## src/rtl/pipe_latch_elastic_if.sv

```systemverilog
// Handshake and payload bundle between two pipeline stages around pipe_latch_elastic.
// slave: the latch's view; master: the environment that drives beats and consumes output.
`ifndef ADDRWIDTH
`define ADDRWIDTH 32
`endif

interface pipe_latch_elastic_if #(
   parameter int NB_DATA = 32,
   parameter int N_CH    = 3,
   parameter int NB_CTRL = 16,
   parameter int NB_PC   = `ADDRWIDTH,
   parameter int NB_CNT  = 16
);
   logic                    i_enable_pipe;
   logic                    i_flush;
   logic                    i_valid;
   logic                    o_ready;
   logic [N_CH*NB_DATA-1:0] i_data;
   logic [NB_CTRL-1:0]      i_ctrl;
   logic [NB_PC-1:0]        i_pc;
   logic                    i_halt;
   logic                    o_valid;
   logic                    i_ready;
   logic [N_CH*NB_DATA-1:0] o_data;
   logic [NB_CTRL-1:0]      o_ctrl;
   logic [NB_PC-1:0]        o_pc;
   logic                    o_halt;
   logic                    o_halted;
   logic [NB_CNT-1:0]       o_xfer_cnt;

   modport slave (
      input  i_enable_pipe, i_flush, i_valid, i_data, i_ctrl, i_pc, i_halt, i_ready,
      output o_ready, o_valid, o_data, o_ctrl, o_pc, o_halt, o_halted, o_xfer_cnt
   );

   modport master (
      output i_enable_pipe, i_flush, i_valid, i_data, i_ctrl, i_pc, i_halt, i_ready,
      input  o_ready, o_valid, o_data, o_ctrl, o_pc, o_halt, o_halted, o_xfer_cnt
   );
endinterface

```

## src/rtl/pipe_latch_elastic.sv

```systemverilog
// Elastic pipeline latch: valid/ready handshake, flush-to-bubble, sticky halt capture and a
// saturating transfer counter. Define PIPE_LATCH_SKID_EN for a one-entry skid register with a
// registered o_ready (no combinational path from i_ready).
`ifndef ADDRWIDTH
`define ADDRWIDTH 32
`endif

module pipe_latch_elastic #(
   parameter int NB_DATA = 32,
   parameter int N_CH    = 3,
   parameter int NB_CTRL = 16,
   parameter int NB_PC   = `ADDRWIDTH,
   parameter int NB_CNT  = 16
) (
   input logic                i_clock,
   input logic                i_reset,
   pipe_latch_elastic_if.slave io_bus
);
   localparam int NB_BUS = N_CH * NB_DATA;

   logic                r_valid, r_halt, r_halt_pend, r_halted;
   logic [NB_BUS-1:0]   r_data;
   logic [NB_CTRL-1:0]  r_ctrl;
   logic [NB_PC-1:0]    r_pc;
   logic [NB_CNT-1:0]   r_cnt;

   logic                w_valid, w_halt, w_halt_pend, w_halted;
   logic [NB_BUS-1:0]   w_data;
   logic [NB_CTRL-1:0]  w_ctrl;
   logic [NB_PC-1:0]    w_pc;
   logic [NB_CNT-1:0]   w_cnt;

   logic                w_ready, w_accept, w_emit;

   assign w_emit   = r_valid & io_bus.i_ready & io_bus.i_enable_pipe;
   assign w_accept = io_bus.i_valid & w_ready & io_bus.i_enable_pipe;

`ifdef PIPE_LATCH_SKID_EN
   logic                r_skid_valid, r_skid_halt, r_ready;
   logic [NB_BUS-1:0]   r_skid_data;
   logic [NB_CTRL-1:0]  r_skid_ctrl;
   logic [NB_PC-1:0]    r_skid_pc;
   logic                w_skid_valid, w_skid_halt, w_ready_nxt;
   logic [NB_BUS-1:0]   w_skid_data;
   logic [NB_CTRL-1:0]  w_skid_ctrl;
   logic [NB_PC-1:0]    w_skid_pc;

   assign w_ready     = r_ready;
   // Ready is precomputed from next state so it can be registered.
   assign w_ready_nxt = ~w_skid_valid & io_bus.i_enable_pipe & ~w_halt_pend & ~w_halted;
`else
   assign w_ready = io_bus.i_enable_pipe & ~r_halt_pend & ~r_halted & (~r_valid | io_bus.i_ready);
`endif

   // Next-state: flush beats accept/emit; otherwise load, park in skid, drain or bubble.
   always_comb begin
      w_valid     = r_valid;
      w_data      = r_data;
      w_ctrl      = r_ctrl;
      w_pc        = r_pc;
      w_halt      = r_halt;
      w_halt_pend = r_halt_pend;
      w_halted    = r_halted;
      w_cnt       = r_cnt;
`ifdef PIPE_LATCH_SKID_EN
      w_skid_valid = r_skid_valid;
      w_skid_data  = r_skid_data;
      w_skid_ctrl  = r_skid_ctrl;
      w_skid_pc    = r_skid_pc;
      w_skid_halt  = r_skid_halt;
`endif
      if (io_bus.i_flush) begin
         w_valid     = 1'b0;
         w_ctrl      = '0;
         w_halt      = 1'b0;
         w_halt_pend = 1'b0;
`ifdef PIPE_LATCH_SKID_EN
         w_skid_valid = 1'b0;
`endif
      end else begin
         if (w_emit && (r_cnt != {NB_CNT{1'b1}})) w_cnt = r_cnt + NB_CNT'(1);
         if (w_emit && r_halt) begin
            w_halted    = 1'b1;
            w_halt_pend = 1'b0;
         end
         if (w_accept && io_bus.i_halt) w_halt_pend = 1'b1;
`ifdef PIPE_LATCH_SKID_EN
         if (r_skid_valid) begin
            if (w_emit) begin
               w_data       = r_skid_data;
               w_ctrl       = r_skid_ctrl;
               w_pc         = r_skid_pc;
               w_halt       = r_skid_halt;
               w_skid_valid = 1'b0;
            end
         end else if (w_accept) begin
            if (!r_valid || w_emit) begin
               w_valid = 1'b1;
               w_data  = io_bus.i_data;
               w_ctrl  = io_bus.i_ctrl;
               w_pc    = io_bus.i_pc;
               w_halt  = io_bus.i_halt;
            end else begin
               w_skid_valid = 1'b1;
               w_skid_data  = io_bus.i_data;
               w_skid_ctrl  = io_bus.i_ctrl;
               w_skid_pc    = io_bus.i_pc;
               w_skid_halt  = io_bus.i_halt;
            end
         end else if (w_emit) begin
            w_valid = 1'b0;
            w_ctrl  = '0;
            w_halt  = 1'b0;
         end
`else
         if (w_accept) begin
            w_valid = 1'b1;
            w_data  = io_bus.i_data;
            w_ctrl  = io_bus.i_ctrl;
            w_pc    = io_bus.i_pc;
            w_halt  = io_bus.i_halt;
         end else if (w_emit) begin
            w_valid = 1'b0;
            w_ctrl  = '0;
            w_halt  = 1'b0;
         end
`endif
      end
   end

   // Stage registers; everything clears on asynchronous reset.
   always_ff @(posedge i_clock or negedge i_reset) begin
      if (!i_reset) begin
         r_valid     <= 1'b0;
         r_data      <= '0;
         r_ctrl      <= '0;
         r_pc        <= '0;
         r_halt      <= 1'b0;
         r_halt_pend <= 1'b0;
         r_halted    <= 1'b0;
         r_cnt       <= '0;
      end else begin
         r_valid     <= w_valid;
         r_data      <= w_data;
         r_ctrl      <= w_ctrl;
         r_pc        <= w_pc;
         r_halt      <= w_halt;
         r_halt_pend <= w_halt_pend;
         r_halted    <= w_halted;
         r_cnt       <= w_cnt;
      end
   end

`ifdef PIPE_LATCH_SKID_EN
   // Skid entry and registered ready.
   always_ff @(posedge i_clock or negedge i_reset) begin
      if (!i_reset) begin
         r_skid_valid <= 1'b0;
         r_skid_data  <= '0;
         r_skid_ctrl  <= '0;
         r_skid_pc    <= '0;
         r_skid_halt  <= 1'b0;
         r_ready      <= 1'b0;
      end else begin
         r_skid_valid <= w_skid_valid;
         r_skid_data  <= w_skid_data;
         r_skid_ctrl  <= w_skid_ctrl;
         r_skid_pc    <= w_skid_pc;
         r_skid_halt  <= w_skid_halt;
         r_ready      <= w_ready_nxt;
      end
   end
`endif

   assign io_bus.o_ready    = w_ready;
   assign io_bus.o_valid    = r_valid;
   assign io_bus.o_data     = r_data;
   assign io_bus.o_ctrl     = r_ctrl;
   assign io_bus.o_pc       = r_pc;
   assign io_bus.o_halt     = r_halt;
   assign io_bus.o_halted   = r_halted;
   assign io_bus.o_xfer_cnt = r_cnt;
endmodule
```

## src/flat_wrapper.sv

```systemverilog
// flat-port wrapper written by rule: the top's interface ports become plain ports
module pipe_latch_elastic_flat 
#(
   parameter int NB_DATA = 32,
   parameter int N_CH    = 3,
   parameter int NB_CTRL = 16,
   parameter int NB_PC   = `ADDRWIDTH,
   parameter int NB_CNT  = 16
)
  (i_clock, i_reset, io_bus_i_enable_pipe, io_bus_i_flush, io_bus_i_valid, io_bus_i_data, io_bus_i_ctrl, io_bus_i_pc, io_bus_i_halt, io_bus_i_ready, io_bus_o_ready, io_bus_o_valid, io_bus_o_data, io_bus_o_ctrl, io_bus_o_pc, io_bus_o_halt, io_bus_o_halted, io_bus_o_xfer_cnt);
  pipe_latch_elastic_if #(.NB_DATA(NB_DATA), .N_CH(N_CH), .NB_CTRL(NB_CTRL), .NB_PC(NB_PC), .NB_CNT(NB_CNT)) io_bus_i ();
  input logic i_clock;
  input logic i_reset;
  input wire logic [$bits(io_bus_i.i_enable_pipe)-1:0] io_bus_i_enable_pipe;
  input wire logic [$bits(io_bus_i.i_flush)-1:0] io_bus_i_flush;
  input wire logic [$bits(io_bus_i.i_valid)-1:0] io_bus_i_valid;
  input wire logic [$bits(io_bus_i.i_data)-1:0] io_bus_i_data;
  input wire logic [$bits(io_bus_i.i_ctrl)-1:0] io_bus_i_ctrl;
  input wire logic [$bits(io_bus_i.i_pc)-1:0] io_bus_i_pc;
  input wire logic [$bits(io_bus_i.i_halt)-1:0] io_bus_i_halt;
  input wire logic [$bits(io_bus_i.i_ready)-1:0] io_bus_i_ready;
  output wire logic [$bits(io_bus_i.o_ready)-1:0] io_bus_o_ready;
  output wire logic [$bits(io_bus_i.o_valid)-1:0] io_bus_o_valid;
  output wire logic [$bits(io_bus_i.o_data)-1:0] io_bus_o_data;
  output wire logic [$bits(io_bus_i.o_ctrl)-1:0] io_bus_o_ctrl;
  output wire logic [$bits(io_bus_i.o_pc)-1:0] io_bus_o_pc;
  output wire logic [$bits(io_bus_i.o_halt)-1:0] io_bus_o_halt;
  output wire logic [$bits(io_bus_i.o_halted)-1:0] io_bus_o_halted;
  output wire logic [$bits(io_bus_i.o_xfer_cnt)-1:0] io_bus_o_xfer_cnt;
  assign io_bus_i.i_enable_pipe = io_bus_i_enable_pipe;
  assign io_bus_i.i_flush = io_bus_i_flush;
  assign io_bus_i.i_valid = io_bus_i_valid;
  assign io_bus_i.i_data = io_bus_i_data;
  assign io_bus_i.i_ctrl = io_bus_i_ctrl;
  assign io_bus_i.i_pc = io_bus_i_pc;
  assign io_bus_i.i_halt = io_bus_i_halt;
  assign io_bus_i.i_ready = io_bus_i_ready;
  assign io_bus_o_ready = io_bus_i.o_ready;
  assign io_bus_o_valid = io_bus_i.o_valid;
  assign io_bus_o_data = io_bus_i.o_data;
  assign io_bus_o_ctrl = io_bus_i.o_ctrl;
  assign io_bus_o_pc = io_bus_i.o_pc;
  assign io_bus_o_halt = io_bus_i.o_halt;
  assign io_bus_o_halted = io_bus_i.o_halted;
  assign io_bus_o_xfer_cnt = io_bus_i.o_xfer_cnt;
  pipe_latch_elastic #(.NB_DATA(NB_DATA), .N_CH(N_CH), .NB_CTRL(NB_CTRL), .NB_PC(NB_PC), .NB_CNT(NB_CNT)) u_core (.i_clock(i_clock), .i_reset(i_reset), .io_bus(io_bus_i));
endmodule
```

## config.mk

```make
export PLATFORM = sky130hd
export DESIGN_NAME = pipe_latch_elastic_flat
export DESIGN_NICKNAME = d
export VERILOG_FILES = /design/src/rtl/pipe_latch_elastic_if.sv /design/src/rtl/pipe_latch_elastic.sv /design/src/flat_wrapper.sv
export SDC_FILE = /design/constraint.sdc
export NUM_CORES = 1
export LEC_CHECK = 0
export CORE_UTILIZATION = 35
export DETAILED_ROUTE_END_ITERATION = 16
export GPL_ROUTABILITY_DRIVEN = 0
export PLACE_DENSITY = 0.74
export SETUP_SLACK_MARGIN = 0.4
export SYNTH_ARGS = -nofsm -noshare
export SYNTH_HDL_FRONTEND = slang
export SYNTH_SLANG_ARGS = --single-unit
```

## constraint.sdc

```tcl
create_clock -name i_clock -period 2.1 [get_ports i_clock]
set_clock_uncertainty 0.15 [all_clocks]
set_input_delay 0.21 -clock i_clock [delete_from_list [all_inputs] [get_ports i_clock]]
set_output_delay 0.21 -clock i_clock [all_outputs]
set_load 0.005 [all_outputs]
```

After elaboration in Yosys (flattened, before gate mapping)
Index checks and enable logic that the tools add are counted.
W data, S select, Z words.
{"block": "word_totals", "mem_bits_rw": 0, "n_memories": 0, "regBits": 164, "latch_bits": 0, "output_inout_bits": 164, "mem_bits_ro": 0}
{"block": "classes", "order_cmp": 0, "div": 0, "eq_ne": 1, "muxes": 11, "bitwise": 12, "shift": 0, "add_sub_neg": 1, "n_mul": 0, "reduce_logical": 8}
{"operator": "$mux W16", "count": 3}
{"operator": "$add A16 B1 Y16 const B", "count": 1}
{"operator": "$ne A16 B16 Y1 const B", "count": 1}
{"operator": "$mux W1", "count": 8}
{"operator": "$and A1 B1 Y1", "count": 7}
{"operator": "$reduce_and A2 Y1", "count": 3}
{"operator": "$reduce_bool A3 Y1", "count": 2}
{"operator": "$not A1 Y1", "count": 4}
{"operator": "$logic_and A1 B1 Y1", "count": 3}
{"operator": "$or A1 B1 Y1", "count": 1}

Depth between registers and ports, before layout
Gate-level depths: netlist of the first run.
{"block": "depth", "depth_word": 9, "mapped_depth": 6, "depth_no_buf": 5}

Least setup slack after synthesis of the first run
Ideal clock, no wire load.
{"block": "synth_timing", "path_kind": "reg2reg", "from": "register u_core.r_cnt[0] (netlist: u_core.io_bus.o_xfer_cnt[0])", "to": "register u_core.r_cnt[1] (netlist: u_core.io_bus.o_xfer_cnt[1])", "t_arrival_ns": 1.718, "path_buffers": 1, "path_slack_ns": 0.107, "path_stages_with_launch": 7, "setup_ns": 0.125, "path_cell_list": "dfrtp_1 ha_1 and4_1 and4_1 clkbuf_1 nor2_1 mux2_2"}
{"block": "synth_via", "elab_chain_len": 3}
{"element": "start, declared", "line": "pipe_latch_elastic.sv:25", "source": "logic [NB_CNT-1:0] r_cnt;"}
{"element": "start signal, assigned", "line": "pipe_latch_elastic.sv:150", "source": "r_cnt <= w_cnt;"}
{"element": "branches (longest 3 deep; another with $add A16 B1 Y16)"}
Several ways; the timed one is not identified.
A chain may end at the register's enable or synchronous reset.

Final worst setup path of the first run
{"block": "layout_timing", "from": "register u_core.r_halted (netlist: u_core.io_bus.o_halted)", "to": "register u_core.r_data[1] (netlist: u_core.io_bus.o_data[1])"}
{"block": "layout_via", "elab_chain_len": 6}
{"element": "start, declared", "line": "pipe_latch_elastic.sv:21", "source": "logic r_valid, r_halt, r_halt_pend, r_halted;"}
{"element": "start signal, assigned", "line": "pipe_latch_elastic.sv:149", "source": "r_halted <= w_halted;"}
{"element": "$not A1 Y1", "line": "pipe_latch_elastic.sv:52", "source": "assign w_ready = io_bus.i_enable_pipe & ~r_halt_pend & ~r_halted & (~r_valid | io_bus.i_ready);"}
{"element": "$and A1 B1 Y1 (2 in a row)", "line": "pipe_latch_elastic.sv:52"}
{"element": "$and A1 B1 Y1 (2 in a row)", "line": "pipe_latch_elastic.sv:36", "source": "assign w_accept = io_bus.i_valid & w_ready & io_bus.i_enable_pipe;"}
{"element": "$reduce_and A2 Y1 (no line)"}
{"element": "end signal, assigned", "line": "pipe_latch_elastic.sv:144", "source": "r_data <= w_data;"}
{"element": "end, declared", "line": "pipe_latch_elastic.sv:22", "source": "logic [NB_BUS-1:0] r_data;"}
No other way between the ends.

==> results of run 1 <==
==> repair_timing <==
action,CTS,global route
gates resized for setup,35,66
hold endpoints to repair,164,0
setup endpoints to repair,176,209
pin swaps,3,8
hold buffers,1,0
buffers inserted,26,7
==> routing by layer <==
layer / vias to the layer above / global-route usage (%) / routed length [um]
met2: 229 / 35.3 / 9880
met1: 2473 / 20.7 / 6770
met5: - / 0 / 0
li1: 2203 / - / -
met4: 0 / 8.49 / 463
met3: 32 / 7.21 / 1630
==> worst max-delay path: stages (launching register included) <==
cell,delay (ps)
dfrtp_1,410
nor2_4,140
buf_6,110
nand4_4,130
nor2_8,150
buf_12,150
buf_16,170
mux2_2,340
==> path summary, 6_finish.rpt <==
kind	startpoint	end	slack [ps]	depth (start not counted)
hold reg to reg	u_core.io_bus.o_xfer_cnt[3]	u_core.io_bus.o_xfer_cnt[3]	330	1
setup reg to reg	u_core.io_bus.o_halted	u_core.io_bus.o_data[1]	230	7
max in group asynchronous	i_reset	u_core.io_bus.o_data[81]	1050	3
min in group i_clock	io_bus_i_data[66]	u_core.io_bus.o_data[66]	250	2
setup / recovery	u_core.io_bus.o_halted	u_core.io_bus.o_data[1]	230	7
hold / removal	i_reset	u_core.io_bus.o_data[79]	110	2
==> registers in the layout, indices dropped and copies added (netlist names) <==
register / flops
u_core.io_bus.o_data: 96
u_core.io_bus.o_pc: 32
u_core.io_bus.o_ctrl: 16
u_core.io_bus.o_xfer_cnt: 16
u_core.io_bus.o_halt: 1
u_core.io_bus.o_halted: 1
u_core.io_bus.o_valid: 1
u_core.r_halt_pend: 1
==> through the flow <==
stage	power, uW	instance area (sq um)	std cells	hold slack (ps)	util [%]
3_3_place_gp	6780	10200	952	-32.6	56.8
2_1_floorplan	4970	6570	400	-236	-
5_1_grt	10600	11300	1018	111	62.9
4_1_cts	10300	11100	1011	101	61.6
6_report	10100	11300	1018	109	62.9
3_5_place_dp	6870	10200	952	-23.6	56.8
==> cell type report <==
class,instances,area [sq um]
multi-input cells,217,2340
well taps,229,287
repair buffers,376,3940
clock inverters,14,198
fillers,1311,6670
flip-flops and latches,164,4110
clock buffers,18,429
==> power by group through the flow <==
stage / logic (uW) / registers [uW] / clock network [uW]
4_1_cts: 2670 / 4170 / 3420
5_1_grt: 2790 / 4240 / 3560
3_3_place_gp: 2610 / 4170 / 0
6_report: 2610 / 4160 / 3340
3_5_place_dp: 2660 / 4210 / 0
2_1_floorplan: 762 / 4200 / 0
==> cell families (layout without fill, tap and decap cells) <==
logic type,after synthesis,after routing,share of synthesized area (%)
AND/OR/NAND/NOR,49,49,5.39
adder cells (fa/ha/maj),1,1,0.195
XOR/XNOR,12,12,1.64
buffers and inverters,19,408,2.40
flip-flops,164,164,64.1
AO/OA/AOI/OAI,25,25,3.44
multiplexers,130,130,22.9
==> cells in the final DEF (no fill, tap or decap), drive strengths merged, types with 3 or more instances in the layout <==
cell,synthesis,layout
nand4,5,5
dlymetal6s2s,0,55
clkbuf,1,19
mux2,130,130
clkdlybuf4s50,0,238
dlygate4sd2,0,19
dfrtp,164,164
xor2,10,10
inv,0,4
nor3,4,4
and4,6,6
nor2,7,7
bufinv,0,4
nand2,10,10
a21oi,3,3
nor4,3,3
a22o,17,17
buf,18,62
nand3,6,6
clkinv,0,5
==> run_results.csv, run 1 <==
group,metric,value,unit
status,status,"completed",
power_and_ir_drop,comb_power_share,25.8,%
power_and_ir_drop,switching_share,24.5,%
clock_tree,cts_inserted_buffers,17,
global_routing,grt_first_pass_wirelength,27.9,mm
logic_synthesis,ys.flop_type,"dfrtp_1",
logic_synthesis,synth-seq-cells,164,
logic_synthesis,synth_area,6400,sq um
clock_tree,clock_path_buffers,2,
clock_tree,tritoncts,"done",
power_and_ir_drop,cellInternalPower,7630,uW
sta,setup_slack,226,ps
cells_and_area,diodes,0,
die,die_x,137,um
power_and_ir_drop,seq_power_share,41.2,%
placed_design,detailed_place_hpwl,13.6,mm
global_routing,grt_usage,19.7,%
cells_and_area,final_net_count,928,
power_and_ir_drop,vdd_drop_max,685,uV
cells_and_area,syn_to_final_growth,76.4,%
sta,maxSlewHeadroom,76.9,%
sta,period_share,89.2,%
logic_synthesis,yosysSeqAreaShare,64.1,%
worst_setup_path,critPathRequiredTime,2250,ps
clock_tree,h-tree-depth,4,
route,vias,4937,
die,start_util,35.7,%
hold_path,min_path_type,"primary input to async pin",
power_and_ir_drop,leakagePower,0.00552,uW
die,ios,315,
route,wl,18.7,mm
route,wire_per_inst,18.4,um
die,fp-row-count,49,
sta,finalCriticalPeriod,1870,ps
global_routing,antenna_found_initial,0,
logic_synthesis,synthCells,400,
route,viasPerCell,4.85,
route,ant_nets,0,
sta,slew_violations,0,
worst_setup_path,critPathMaxFanout,21,
global_routing,grt_max_degree,56,
clock_tree,cts-root-buf,"clkbuf_16",
route,first_pass_iters,4,
logic_synthesis,synth.area.top_cells,"dfrtp_1, mux2_2, mux2_1, a22o_1, xor2_1",
logic_synthesis,synth_area_per_cell,16.0,sq um
placed_design,place_ws,13.9,ps
sta,fmax,534,MHz
logic_synthesis,synth_edf_count,0,
die,dieArea,18800,sq um
logic_synthesis,netlist.area_leader.share,64.1,%
global_routing,gr-total-overflow,0,
logic_synthesis,synth_cell_types,35,
logic_synthesis,synth_most_common_cell,"dfrtp_1",
clock_tree,clock_latency,420,ps
power_and_ir_drop,switchingPower,2470,uW
worst_setup_path,endpoint_kind,"register",
logic_synthesis,yosysTopAreaCell,"dfrtp_1",
sta,setup_violations,0,
sta,worst_pin_slew,347,ps
global_routing,grt_pass1_vias,5314,
logic_synthesis,ys_top_cells_by_count,"dfrtp_1, mux2_2, mux2_1",
die,die_h,137,um
die,coreArea,18000,sq um
worst_setup_path,startpoint_type,"register",
cells_and_area,drive_above_1_share,31.2,%
sta,rsz0062_at_grt,"yes",
sta,tns,0,ps
clock_tree,clkTransAtPathRegs,60,ps
route,drtIter0Drc,112,
run,maxCapViolations,0,
route,drcViolationCount,0,
power_and_ir_drop,clockPowerShare,33.0,%
sta,hold_viol_final,0,
power_and_ir_drop,power_density,894,nW/um^2
logic_synthesis,syn-num-nets,552,
worst_setup_path,critPathArrivalTime,2020,ps
clock_tree,cts.sinks,164,
placed_design,port_buffers,314,
logic_synthesis,yosysWarnings,0,
worst_setup_path,crit_type,"register to register",
logic_synthesis,synthArstFlopShare,100,%
Note: power is estimated with default switching activity, not from simulation.
==> inputs of run 2 (changes only) <==
--- a/config.mk
+++ b/config.mk
@@ -5,10 +5,10 @@
 export SDC_FILE = /design/constraint.sdc
 export NUM_CORES = 1
 export LEC_CHECK = 0
-export CORE_UTILIZATION = 35
+export CORE_UTILIZATION = 37
 export DETAILED_ROUTE_END_ITERATION = 16
 export GPL_ROUTABILITY_DRIVEN = 0
-export PLACE_DENSITY = 0.74
+export PLACE_DENSITY = 0.79
 export SETUP_SLACK_MARGIN = 0.4
 export SYNTH_ARGS = -nofsm -noshare
 export SYNTH_HDL_FRONTEND = slang
==> run 2 against run 1 <==
  * Register-to-register slack better by 50 ps
  * Cell area up 1.2%
  * Utilization up 5.3 points
  * Sequential power about the same
  * Global-route usage up 1.9 points
  * Routed wire length up 3.5%
  * Critical path depth down 1
  * Power down 0.76%
  * Clock power down 7.8%
  * Die area down 5.3%
  * Sequential share of layout area down 0.46 points
  * Largest power group unchanged
==> run_results.csv, run 2 (synthesis results as in run 1) <==
group,metric,value,unit
status,status,"completed",
sta,hold_viol_final,0,
power_and_ir_drop,comb_power_share,27.9,%
sta,fmax,547,MHz
cells_and_area,final_net_count,942,
hold_path,min_path_type,"primary input to async pin",
worst_setup_path,r2r_slack,270,ps
route,ant_nets,0,
power_and_ir_drop,power_density,877,nW/um^2
die,coreArea,16800,sq um
worst_setup_path,cp_cell_sequence,"nor2_4, nand4_4, nor2_8, buf_12, clkbuf_16, mux2_2",
route,first_pass_iters,4,
die,start_util,38.2,%
power_and_ir_drop,switchingPower,2450,uW
global_routing,grt_max_degree,55,
cells_and_area,largest_reg_flops,96,
clock_tree,cts.sinks,164,
route,vias,5003,
power_and_ir_drop,clockPowerShare,30.8,%
worst_setup_path,reg2reg_to,"u_core.io_bus.o_data[19]",
cells_and_area,drive_above_1_share,32.5,%
worst_setup_path,cp_top_family,"simple AND/OR/NAND/NOR gates",
power_and_ir_drop,vdd_drop_max,547,uV
worst_setup_path,reg2reg_from,"u_core.r_halt_pend",
worst_setup_path,path_buf_inv,2,
die,ios,315,
global_routing,grt_first_pass_wirelength,29.6,mm
route,drcViolationCount,0,
placed_design,placed_area,10200,sq um
global_routing,grt_pass1_vias,5569,
cells_and_area,diodes,0,
cells_and_area,syn_to_final_growth,78.6,%
route,viasPerCell,4.90,
clock_tree,tritoncts,"done",
clock_tree,clock_path_buffers,2,
die,die_h,134,um
clock_tree,clock_latency,420,ps
worst_setup_path,endpoint_kind,"register",
clock_tree,h-tree-depth,4,
placed_design,port_buffers,314,
global_routing,grt_use_met1,23.1,%
global_routing,antenna_found_initial,0,
worst_setup_path,startpoint_type,"register",
worst_setup_path,critical-path-slowest-cell,"dfrtp_1",
die,fp-row-count,47,
power_and_ir_drop,switching_share,24.4,%
route,wl,19.4,mm
placed_design,detailed_place_hpwl,13.4,mm
sta,finalCriticalPeriod,1830,ps
run,maxCapViolations,0,
cells_and_area,design_area,11400,sq um
power_and_ir_drop,cellInternalPower,7580,uW
sta,setup_slack,273,ps
sta,period_share,87.0,%
global_routing,busiest_layer,"met2",
worst_setup_path,critPathRequiredTime,2260,ps
worst_setup_path,crit_type,"register to register",
worst_setup_path,r2r_cells,6,
route,drtIter0Drc,162,
global_routing,gr-total-overflow,0,
worst_setup_path,critPathMaxFanout,10,
sta,slew_violations,0,
clock_tree,cts-root-buf,"clkbuf_16",
worst_setup_path,max_stage_delay,410,ps
sta,maxSlewHeadroom,69.6,%
global_routing,grt_usage,21.7,%
die,dieArea,17800,sq um
clock_tree,cts_inserted_buffers,17,
clock_tree,clkTransAtPathRegs,60,ps
power_and_ir_drop,leakagePower,0.00551,uW
cells_and_area,layout_common_cells,"clkdlybuf4s50_1, dfrtp_1, mux2_2, buf_4, mux2_4",
die,die_x,134,um
sta,worst_pin_slew,456,ps
global_routing,met3_usage,7.27,%
cells_and_area,final_common_cell,"clkdlybuf4s50_1",
placed_design,place_ws,-101,ps
global_routing,met2_usage,38.3,%
sta,setup_violations,0,
power_and_ir_drop,seq_power_share,41.4,%
sta,rsz0062_at_grt,"yes",
route,wire_per_inst,19.0,um
worst_setup_path,critPathArrivalTime,1980,ps
-- run 2: cell types whose count changed in the layout (fill, tap and decap cells not counted), sizes merged, moves of 4 or more --
| cell | before | now |
|---|---|---|
| clkdlybuf4s50 | 238 | 254 |
| buf | 62 | 73 |
| dlymetal6s2s | 55 | 46 |
| dlygate4sd2 | 19 | 12 |
| clkbuf | 19 | 25 |
| clkinv | 5 | 1 |
-- run 2: layer usage --
| layer | share of wire [%] | vias up |
|---|---|---|
| met4 | 3.1 | 0 |
| li1 | - | 2224 |
| met1 | 36 | 2471 |
| met2 | 53 | 259 |
| met5 | 0 | - |
| met3 | 7.8 | 49 |
-- run 2: how the worst max path moves through the flow --
stage	from	endpoint	cells past startpoint
global route	u_core.r_halt_pend	u_core.io_bus.o_data[21]	6
finish	u_core.r_halt_pend	u_core.io_bus.o_data[19]	6
global placement	io_bus_i_ready	u_core.io_bus.o_pc[11]	7
floorplan	u_core.io_bus.o_xfer_cnt[0]	u_core.io_bus.o_xfer_cnt[1]	6
detailed placement	io_bus_i_ready	u_core.io_bus.o_pc[11]	7
CTS	u_core.io_bus.o_halted	u_core.io_bus.o_pc[11]	6
-- run 2: stage by stage --
step / total power [uW] / instances / setup TNS, ps / util [%] / hold slack, ps
after floorplan: 4970 / 400 / 0 / - / -236
after global placement: 6750 / 945 / -347 / 60.6 / 18.4
after detailed placement: 6850 / 945 / -5250 / 60.6 / 25.0
after CTS: 10100 / 1005 / 0 / 66.0 / 143
after global routing: 10500 / 1022 / 0 / 68.2 / 158
final: 10000 / 1022 / 0 / 68.2 / 132
-- run 2: repair_timing --
item / 4_1_cts / 5_1_grt
setup buffers: 28 / 14
cloned: 0 / 3
endpoints found under the setup margin: 163 / 199
hold endpoints to repair: 130 / 0
pin swaps: 4 / 9
resized for setup: 49 / 63
hold buffers: 1 / 0
-- run 2: final cells by class --
class                   instances  area [sq um]
multi-input cells             217          2440
clock buffers                  21           460
well taps                     220           275
flip-flops and latches        164          4110
repair buffers                390          4030
fillers                      1111          5320
clock inverters                10           121
-- run 2: power groups by stage --
| stage | clock network, uW | logic [uW] | registers (uW) |
|---|---|---|---|
| after global routing | 3280 | 2970 | 4220 |
| final | 3080 | 2800 | 4150 |
| after global placement | 0 | 2580 | 4170 |
| after CTS | 3140 | 2760 | 4160 |
| after floorplan | 0 | 762 | 4200 |
| after detailed placement | 0 | 2650 | 4200 |
==> inputs of run 3 (changes only) <==
--- a/config.mk
+++ b/config.mk
@@ -5,10 +5,12 @@
 export SDC_FILE = /design/constraint.sdc
 export NUM_CORES = 1
 export LEC_CHECK = 0
+export CAP_MARGIN = 20
 export CORE_UTILIZATION = 37
 export DETAILED_ROUTE_END_ITERATION = 16
 export GPL_ROUTABILITY_DRIVEN = 0
 export PLACE_DENSITY = 0.79
+export REMOVE_ABC_BUFFERS = 1
 export SETUP_SLACK_MARGIN = 0.4
 export SYNTH_ARGS = -nofsm -noshare
 export SYNTH_HDL_FRONTEND = slang
==> run 3 against run 2 <==
  * Via count decreased by 1.7%
  * Flip-flop and latch count unchanged
  * Critical endpoint is now u_core.io_bus.o_pc[26]
  * Largest power group unchanged
  * Clock power increased by 16%
  * Largest cell class unchanged
  * Critical path type unchanged
  * First-iteration DRC count decreased by 26%
==> run_results.csv, run 3 (synthesis results as in run 1) <==
group,metric,value,unit
status,status,"completed",
worst_setup_path,max_stage_delay,410,ps
cells_and_area,final_util,66.3,%
worst_setup_path,crit_start,"u_core.io_bus.o_halted",
global_routing,gr-total-overflow,0,
worst_setup_path,r2r_slack,220,ps
worst_setup_path,cp_cell_sequence,"nor2_4, buf_4, nand4_4, nor2_8, buf_12, clkbuf_16, mux2_2",
sta,hold_viol_final,0,
cells_and_area,final_net_count,921,
global_routing,grt_usage,19.3,%
cells_and_area,layout_common_cells,"clkdlybuf4s50_1, dfrtp_1, mux2_2, buf_4",
die,fp-row-count,47,
worst_setup_path,r2r_cells,7,
route,viasPerCell,4.91,
die,dieArea,17800,sq um
route,first_pass_iters,4,
route,ant_nets,0,
die,start_util,38.2,%
power_and_ir_drop,leakagePower,0.00523,uW
placed_design,placed_area,9990,sq um
hold_path,min_path_type,"primary input to register",
power_and_ir_drop,power_density,927,nW/um^2
global_routing,antenna_found_initial,0,
sta,maxSlewHeadroom,66.1,%
clock_tree,h-tree-depth,4,
sta,setup_violations,0,
route,wire_per_inst,18.5,um
clock_tree,cts.sinks,164,
clock_tree,clock_latency,420,ps
clock_tree,clkTransAtPathRegs,70,ps
die,coreArea,16800,sq um
route,wl,18.5,mm
worst_setup_path,critPathArrivalTime,2030,ps
power_and_ir_drop,vdd_drop_max,522,uV
worst_setup_path,endpoint_kind,"register",
worst_setup_path,reg2reg_from,"u_core.io_bus.o_halted",
placed_design,detailed_place_hpwl,12.8,mm
route,drcViolationCount,0,
worst_setup_path,endpoint,"u_core.io_bus.o_pc[26]",
sta,rsz0062_at_grt,"yes",
sta,worst_pin_slew,509,ps
cells_and_area,design_area,11100,sq um
cells_and_area,final_common_cell,"clkdlybuf4s50_1",
global_routing,grt_max_degree,93,
run,maxCapViolations,0,
die,ios,315,
worst_setup_path,crit_type,"register to register",
die,die_h,134,um
placed_design,port_buffers,314,
worst_setup_path,critPathMaxFanout,12,
sta,finalCriticalPeriod,1880,ps
clock_tree,tritoncts,"done",
power_and_ir_drop,power,10300,uW
die,die_x,134,um
global_routing,grt_first_pass_wirelength,26.5,mm
cells_and_area,largest_reg_flops,96,
clock_tree,clock_path_buffers,2,
worst_setup_path,critical-path-slowest-cell,"dfrtp_1",
sta,fmax,532,MHz
worst_setup_path,reg2reg_to,"u_core.io_bus.o_pc[26]",
route,vias,4917,
sta,holdWs,183,ps
cells_and_area,drive_above_1_share,26.6,%
cells_and_area,diodes,0,
sta,period_share,89.6,%
worst_setup_path,critPathRequiredTime,2250,ps
clock_tree,cts_inserted_buffers,17,
route,drtIter0Drc,120,
clock_tree,cts-root-buf,"clkbuf_16",
sta,slew_violations,0,
global_routing,grt_pass1_vias,5206,
worst_setup_path,startpoint_type,"register",
cells_and_area,syn_to_final_growth,73.6,%
==> run 3: metrics by stage <==
stage          cells  setup slack (ps)  TNS [ps]
2_1_floorplan    381              -605    -83040
3_3_place_gp     942              14.4         0
3_5_place_dp     942             -42.5     -1170
4_1_cts          980               204         0
5_1_grt         1001               125         0
6_report        1001               219         0
==> run 3: how the worst min path moves through the flow <==
stage	from	endpoint	slack, ps	cells past startpoint
after floorplan	i_reset	u_core.io_bus.o_ctrl[0]	-240	0
after global placement	i_reset	u_core.io_bus.o_xfer_cnt[0]	90	2
after detailed placement	i_reset	u_core.io_bus.o_xfer_cnt[0]	100	2
after CTS	io_bus_i_enable_pipe	u_core.io_bus.o_valid	170	3
after global routing	io_bus_i_enable_pipe	u_core.io_bus.o_valid	210	3
final	io_bus_i_enable_pipe	u_core.io_bus.o_valid	180	3
==> run 3: cell type report <==
type / instances / area (sq um)
fill: 1198 / 5640
timing repair buffer: 369 / 3840
multi-input combinational: 217 / 2210
sequential: 164 / 4110
tap: 220 / 275
clock inverter: 11 / 223
clock buffer: 20 / 457
==> run 3: power breakdown <==
part | switching (uW) | internal, uW | total [uW] | leakage, uW
Sequential | 353 | 3780 | 4130 | 0.00200
Clock | 1280 | 2300 | 3580 | 0.000327
Combinational | 770 | 1830 | 2600 | 0.00291
==> run 3: layer usage <==
layer / share of wire (%) / vias up / global-route usage [%]
met1: 36 / 2456 / 20.4
met3: 8.1 / 26 / 6.77
li1: - / 2185 / -
met2: 54 / 250 / 34.9
met5: 0 / - / 0
met4: 1.8 / 0 / 7.26
==> run 3: timing repair <==
item	in CTS	in global routing
hold buffers	1	0
resized for setup	20	52
cloned	0	3
hold endpoints to repair	164	0
pin swaps	3	4
setup endpoints to repair	171	183
setup buffers	6	18
==> run 3: critical path, delay by kind of cell, from the launching register on <==
family                 cells  cell delay [ps]
and+or+nand+nor            3              380
muxes                      1              330
DFF                        1              410
buffers and inverters      3              460
